File: config.mk
export PLATFORM = sky130hd
export DESIGN_NAME = wavetable_voice_bank
export DESIGN_NICKNAME = d
export VERILOG_FILES = /design/src/rtl/wavetable_voice_bank.sv
export SDC_FILE = /design/constraint.sdc
export NUM_CORES = 1
export LEC_CHECK = 0
export ABC_AREA = 1
export BUFFER_PORTS_ARGS = -buffer_cell sky130_fd_sc_hd__buf_2
export CAP_MARGIN = 5
export CORE_MARGIN = 1
export CORE_UTILIZATION = 50
export DETAILED_ROUTE_END_ITERATION = 8
export PLACE_DENSITY = 0.68
export SLEW_MARGIN = 15
export SYNTH_ARGS = -nofsm -noshare
export SYNTH_HDL_FRONTEND = slang
export SYNTH_SLANG_ARGS = --single-unit
File: constraint.sdc
create_clock -name clk -period 7.62 [get_ports clk]
set_input_delay 1.524 -clock clk [delete_from_list [all_inputs] [get_ports clk]]
set_output_delay 1.524 -clock clk [all_outputs]
set_load 0.05 [all_outputs]
File: src/rtl/wavetable_voice_bank.sv
// wavetable_voice_bank
// N-voice wavetable oscillator bank. Each voice steps a table index every
// (divider+1) clocks. The voices share one external synchronous ROM through
// a round-robin slot scheduler that issues one lookup per clock. Per-voice
// samples and a per-round mix of the enabled voices feed the PWM/DAC stage.
// Optional feature: define WAVETABLE_RETRIG_EN to build per-voice retrigger
// logic. Without it the retrig port exists but is ignored.

module wavetable_voice_bank #(
   parameter int NUM_VOICES = 4,
   parameter int DIV_W      = 12,
   parameter int IDX_W      = 8,
   parameter int SAMPLE_W   = 8,
   localparam int SLOT_W    = $clog2(NUM_VOICES),
   localparam int MIX_W     = SAMPLE_W + SLOT_W
) (
   input  logic                           clk,
   input  logic                           rst,
   input  logic [NUM_VOICES*DIV_W-1:0]    divider,
   input  logic [NUM_VOICES-1:0]          voice_en,
   output logic [IDX_W-1:0]               rom_addr,
   input  logic [SAMPLE_W-1:0]            rom_data,
   output logic [NUM_VOICES*SAMPLE_W-1:0] sample,
   output logic [NUM_VOICES-1:0]          sample_upd,
   output logic [MIX_W-1:0]               mix,
   output logic                           mix_valid,
   input  logic [NUM_VOICES-1:0]          retrig
);

   localparam logic [SLOT_W-1:0] LAST_SLOT = SLOT_W'(NUM_VOICES - 1);

   logic [DIV_W-1:0]  count [NUM_VOICES];
   logic [IDX_W-1:0]  idx   [NUM_VOICES];
   logic [SLOT_W-1:0] slot;
   logic [SLOT_W-1:0] rd_slot;
   logic              rd_en;
   logic              rd_valid;
   logic [MIX_W-1:0]  acc;
   logic [MIX_W-1:0]  term;

`ifndef WAVETABLE_RETRIG_EN
   logic unused_retrig;
   assign unused_retrig = ^retrig;
`endif

   // Per-voice step counters: reload and advance the index when the count expires
   always_ff @(posedge clk or posedge rst) begin
      if (rst) begin
         for (int v = 0; v < NUM_VOICES; v++) begin
            count[v] <= '0;
            idx[v]   <= '0;
         end
      end else begin
         for (int v = 0; v < NUM_VOICES; v++) begin
`ifdef WAVETABLE_RETRIG_EN
            if (retrig[v]) begin
               idx[v]   <= '0;
               count[v] <= divider[v*DIV_W +: DIV_W];
            end else
`endif
            if (voice_en[v]) begin
               if (count[v] == '0) begin
                  count[v] <= divider[v*DIV_W +: DIV_W];
                  idx[v]   <= idx[v] + IDX_W'(1);
               end else begin
                  count[v] <= count[v] - DIV_W'(1);
               end
            end
         end
      end
   end

   // The ROM address always shows the index of the voice owning the current slot
   assign rom_addr = idx[slot];

   // Round-robin slot counter plus the one-deep pipeline that tracks the ROM read
   always_ff @(posedge clk or posedge rst) begin
      if (rst) begin
         slot     <= '0;
         rd_slot  <= '0;
         rd_en    <= 1'b0;
         rd_valid <= 1'b0;
      end else begin
         slot     <= (slot == LAST_SLOT) ? '0 : slot + SLOT_W'(1);
         rd_slot  <= slot;
         rd_en    <= voice_en[slot];
         rd_valid <= 1'b1;
      end
   end

   // Capture returning ROM data into the owning voice's sample and flag the update
   always_ff @(posedge clk or posedge rst) begin
      if (rst) begin
         sample     <= '0;
         sample_upd <= '0;
      end else begin
         sample_upd <= '0;
         if (rd_valid) begin
            sample[rd_slot*SAMPLE_W +: SAMPLE_W] <= rom_data;
            sample_upd[rd_slot]                  <= 1'b1;
         end
      end
   end

   // Disabled voices are still read but add nothing to the mix
   assign term = rd_en ? MIX_W'(rom_data) : '0;

   // Accumulate one round of terms and publish the total after the last slot
   always_ff @(posedge clk or posedge rst) begin
      if (rst) begin
         acc       <= '0;
         mix       <= '0;
         mix_valid <= 1'b0;
      end else begin
         mix_valid <= 1'b0;
         if (rd_valid) begin
            if (rd_slot == LAST_SLOT) begin
               mix       <= acc + term;
               acc       <= '0;
               mix_valid <= 1'b1;
            end else begin
               acc <= acc + term;
            end
         end
      end
   end

endmodule

**After elaboration in Yosys (flattened, before gate mapping)**

Cells that the tools add are included.

- Input bits: 66
- Register bits after elaboration: 143

- Reduce and logical (&&, ||, !) cells: 10
- Shift-type cells: 2
- Muxes and demuxes: 18
- Bitwise logic cells: 1
- Equal/unequal tests: 2
- Add/sub/neg operators: 11
- Order comparisons: 4

Operators with widths:

| kind | count |
|---|---|
| zero test 12 bit | 4 |
| two-way mux 12 bit | 4 |
| subtractor 12 x 1 -> 12 bit, second input constant | 4 |
| negation 5 -> 34 bit | 1 |
| variable shift 8 x 34 -> 32 bit, first input constant | 1 |
| indexed part select 8 x 34 -> 32 bit | 1 |
| adder 8 x 1 -> 8 bit, second input constant | 4 |
| bitwise mux 32 bit | 1 |
| two-way mux 8 bit | 3 |
| binary-select mux 8 bit (select 2 bit) | 1 |
| adder 10 x 8 -> 10 bit | 1 |
| two-way mux 10 bit | 1 |
| AND reduction 2 bit | 5 |
| < comparator 2 x 3 -> 1 bit, second input constant | 2 |
| equality test 2 bit, second input constant | 2 |
| two-way mux 1 bit | 4 |
| two-way mux 4 bit | 1 |
| >= comparator 3 bit, second input constant | 1 |
| inverter 2 -> 3 bit | 1 |
| adder 2 x 1 -> 2 bit, second input constant | 1 |
| binary-select mux 1 bit (select 2 bit) | 1 |
| demux 1 bit (select 2 bit) | 1 |
| >= comparator 2 x 1 -> 1 bit, second input constant | 1 |
| two-way mux 2 bit | 1 |
| logical AND 1 bit | 1 |

**Longest topological paths before layout**

- Depth after elaboration: 5
- Depth in mapped cells: 14

**Worst setup path before layout**

No wires, ideal clock.

- Kind: flip-flop to output port
- Start: register slot[0]
- End: output port rom_addr[3]
- Path slack: 4.440 ns
- Cell stages (with the launch flop): 5
- Buffers on the path: 1
- Data arrival time: 1.656 ns
- Cell sequence: dfrtp_1 inv_1 clkbuf_1 a21oi_1 a21oi_1

- Longest elaborated chain between the ends: 4

Ends and longest elaborated chain:

| what | RTL line | source |
|---|---|---|
| start, declared | 34 | `logic [SLOT_W-1:0] slot;` |
| start signal, assigned | 84 | `slot <= (slot == LAST_SLOT) ? '0 : slot + SLOT_W'(1);` |
| inverter 2 -> 3 bit (implied by the code) | 74 | `assign rom_addr = idx[slot];` |
| binary-select mux 8 bit (select 2 bit) | 74 |  |
| two-way mux 8 bit (implied by the code) (2 in series) | 74 |  |
| end, declared | 21 | `output logic [IDX_W-1:0] rom_addr,` |

Every way passes these cells. The select of a mux whose other input is x is not followed.

**Worst setup path after layout**

- Start: register slot[0]
- End: output port rom_addr[6]

Same word-level chain as after synthesis.

==> summary.md <==
The run finished with clean final reports. The slowest stage of the critical path belongs to the cell dfrtp_1. The number of setup buffers added after CTS is 0. The share of total power consumed by net switching is 39.80%, and the hold violation total from the final report is 0. The logs give 43.59% for the fraction of the yosys area taken by sequential cells and 1,176 for the synthesized netlist net count.

The total of flip-flops plus latches after synthesis is 142, and the design internal power is 1.804 mW. Detailed placement ended at an HPWL of 13,100 microns. The via count of the first global-routing pass came out at 6,516. The type of the worst setup path is reg -> out.

Relative to the synthesized area, the layout overhead comes to 16.55%. In this run the power spent charging and discharging nets is 1.192 mW. Clock-pin slew was measured on the worst setup and hold paths at 0.06 ns. The share of final-layout standard cells stronger than drive strength 1 works out to 15.48%. The tools report the initial antenna violation count as 0.

For the worst setup path, the data arrival time is 2.31 ns. The iteration-0 DRC count of the detailed router is 469. Final worst-path cycle share: 50.29%. Number of antenna repair diodes: 0. For this run, design rule violations remaining after detail routing come to 0. The run gives 49.54% as the normalized max-slew margin.

For the detailed-route via count, the log shows 7,228. The final weighted congestion in routability-driven placement came out at 0.8082. The worst path needs 3.832 ns of the cycle, external delays included. In this run, flip-flops and latches consume 38.3% of the power. Traced cell by cell, the critical path runs through inv_1, o21ai_0, a21oi_1, a21oi_1, buf_2.

Across all register-to-register paths, the minimum setup slack is 5.55 ns. The die outline width is 129.7 microns. The maximum clock skew at final layout came out at 0.008565 ns. A synthesized cell averages 7.527 sq um. The tools report the number of standard cells in the layout, taps in and fillers out as 1,424.

The count of buffers added on input and output ports is 116. The clock network burns 28.4% of the power. The average vias per placed instance was 5.076; the number of rows created at floorplan was 46. The overall overflow remaining after global route was 0; the largest incremental delay on the critical path was 0.66 ns. The number of CTS-inserted buffers was 17. The critical path's top delay family was buffers and inverters. The startpoint class of the critical path was a register. In the final routed layout, each cell accounts on average for 12.98 microns. Kind of end point of the critical path: an output pin. For the core box area, the log shows 15,890 sq um.

During synthesis, Yosys emitted a total of 0 warnings. The count of nets left with antenna violations once routing finished came out at 0. The count of cells resized by post-cts repair was 0. The maximum frequency from static timing analysis was 0.2609 GHz. The path type of the worst min-delay path is reg -> reg. At the worst endpoint, the required time is 6.10 ns. Clock tree synthesis selected as its root buffer the cell clkbuf_16.

For this configuration, the core starts out at a cell density of 51.32%. For this design, the CTS-stage hold fixing added 0 buffers. The max-capacitance violation count was 0; the worst-margin pin slew was 0.7569 ns. In this run the number of H-tree levels came out at 4. Counting both buffers and inverters, the worst setup path holds a total of 2.

Global routing used 23.05% of the available tracks. The detailed-routing iteration count for the pre-antenna-repair pass is 5. The logs give 33.3% for the relative contribution of combinational cells to total power and 40 for the number of distinct library cells after synthesis.

The y dimension of the die works out to 129.7 microns. Setup violation total in the final timing report: 0. The run gives 2 as the maximum root-to-sink buffer count. After the last flow step, the layout net total stands at 1,288.

The floorplan step defined a die boundary enclosing 16,820 sq um. Setup repair after global routing left no endpoint under its margin. Final max-slew violation count: 0. The number of clock sinks seen by CTS was 142. In this run the count of I/O pins placed on the die edge is 121.

In this run the static leakage power is 4.987 nW. The cell area after technology mapping came out at 8152 sq um. Clock latency on the worst-skew pair, taken at its later pin, is 0.42 ns. The number of instances in the synthesized netlist came out at 1,083. The run gives 1,392 as the number of cells in the design after placement. Power spread over the standard cell area amounts to 315.4 nW/um^2. In this run the worst path has a maximum fanout of 21.

The worst-case IR drop observed on VDD is 0.1802 mV. Setup total negative slack on the finished layout was measured at 0 ns. Entering global routing, the biggest net connects 84 pins. After detailed routing, the total wire length is 18,490 microns. The first global-routing pass estimated 30,620 microns of wire. After filler insertion, the fill cell instance count of the layout stands at 1,471. The most numerous cell type found on the critical path is a21oi_1.

TritonCTS built the clock tree.
## power groups by stage
| stage | logic, mW | clock network [mW] | registers [mW] |
|---|---|---|---|
| 3_3_place_gp | 0.975 | 0 | 1.15 |
| 5_1_grt | 1.14 | 0.897 | 1.18 |
| 4_1_cts | 1.00 | 0.866 | 1.14 |
| 6_report | 0.997 | 0.850 | 1.15 |
| 3_5_place_dp | 0.998 | 0 | 1.15 |
| 2_1_floorplan | 0.688 | 0 | 1.23 |
## registers in the layout (all words and copies together), names as in the netlist
register	cells
acc	10
count	48
idx	32
mix	10
mix_valid	1
rd_en	1
rd_slot	2
rd_valid	1
sample	32
sample_upd	3
slot	2
## metal layers
layer  part of all wire [%]  global-route usage [%]  routed length, microns  vias up
met1                     49                   31.53                    9078     3319
met5                      0                       0                       0        -
met2                     45                   36.24                    8277      169
li1                       -                       -                       -     3719
met4                    1.7                   8.208                     322        0
met3                    4.4                   4.789                     806       21
## cell families after synthesis
group                      after synthesis  synth area share, %
buffers and inverters                  156                7.613
and+or+nand+nor                        560                30.22
DFF                                    142                43.59
other                                    1              0.04600
AOI/OAI and AO/OA                      166                10.78
xor gates and xnor gates                31                3.515
adders and majority gates               27                4.236
## metrics by stage
stage / hold slack [ns] / power, mW / cell area, sq um / worst slack, ns / util, %
5_1_grt: 0.4953 / 3.218 / 9500 / 3.626 / 59.81
6_report: 0.4743 / 2.996 / 9500 / 3.788 / 59.81
3_5_place_dp: 0.4615 / 2.149 / 8894 / 4.245 / 55.99
2_1_floorplan: 0.4489 / 1.919 / 8152 / 2.286 / -
3_3_place_gp: 0.4602 / 2.127 / 8894 / 4.252 / 55.99
4_1_cts: 0.4768 / 3.015 / 9500 / 3.799 / 59.81
## cells in the mapped netlist (all sizes together)
library cell,instances,area [sq um]
o22ai,9,56.30
nor2,101,459.2
nor4,1,6.260
o31ai,1,7.510
nor3,9,56.31
or2,7,43.79
ha,26,325.3
nand3,87,440.4
o211ai,8,60.06
o41ai,1,8.760
clkbuf,14,52.55
o21ai,123,615.6
nand3b,8,60.06
o21bai,2,15.01
buf,11,76.32
fa,1,20.02
xor2,21,183.9
and3,1,6.260
nand2,324,1254
a21oi,20,100.1
clkinv,3,11.26
a21boi,1,7.510
o21a,1,7.510
dfrtp,142,3553
conb,1,3.750
xnor2,10,102.6
nand4,22,137.6
inv,128,480.5
## layout make-up
class	instances	area, sq um	share of cell area (%)
multi-input combinational	785	3978	41.87
sequential	142	3553	37.40
timing repair buffer	118	595.6	6.269
inverter	131	496.7	5.228
clock buffer	18	439.2	4.623
tap	216	270.3	2.845
clock inverter	14	167.7	1.765
## worst register-to-register path, stage by stage, from the launching register on
cell and delay (ns):
dfrtp_1 0.48, nand2_1 0.09, inv_1 0.08, ha_1 0.21, inv_1 0.07, fa_1 0.40
inv_1 0.10, nand3_1 0.06, nand2_1 0.11, nand2_1 0.09, nand2_1 0.07, nand2_1 0.06
nand3_1 0.07, nand2_1 0.06
## worst paths after layout
check	startpoint	end	cells past startpoint
max	slot[0]$_DFF_PP0_	rom_addr[6]	5
min	mix[7]$_DFFE_PP0P_	mix[7]$_DFFE_PP0P_	2
max reg2reg	rd_en$_DFF_PP0_	mix[8]$_DFFE_PP0P_	13
min reg2reg	mix[7]$_DFFE_PP0P_	mix[7]$_DFFE_PP0P_	2
max in group asynchronous	rst	count[29]$_DFFE_PP0P_	3
min in group asynchronous	rst	count[3]$_DFFE_PP0P_	2
## placed cells by master (no fill, tap or decap), drive strengths merged
cell / netlist / routed
or2: 7 / 7
nand4: 22 / 22
and3: 1 / 1
o41ai: 1 / 1
o31ai: 1 / 1
nor2: 101 / 101
a21boi: 1 / 1
a21oi: 20 / 20
nand2: 324 / 324
dfrtp: 142 / 142
nor3: 9 / 9
o21a: 1 / 1
conb: 1 / 1
xor2: 21 / 21
o22ai: 9 / 9
ha: 26 / 26
clkinvlp: 0 / 3
nand3: 87 / 87
fa: 1 / 1
inv: 128 / 129
xnor2: 10 / 10
bufinv: 0 / 3
o211ai: 8 / 8
o21ai: 123 / 123
o21bai: 2 / 2
nor4: 1 / 1
clkbuf: 14 / 18
clkinv: 3 / 10
nand3b: 8 / 8
buf: 11 / 118
Power figures use the tool's default switching activity.
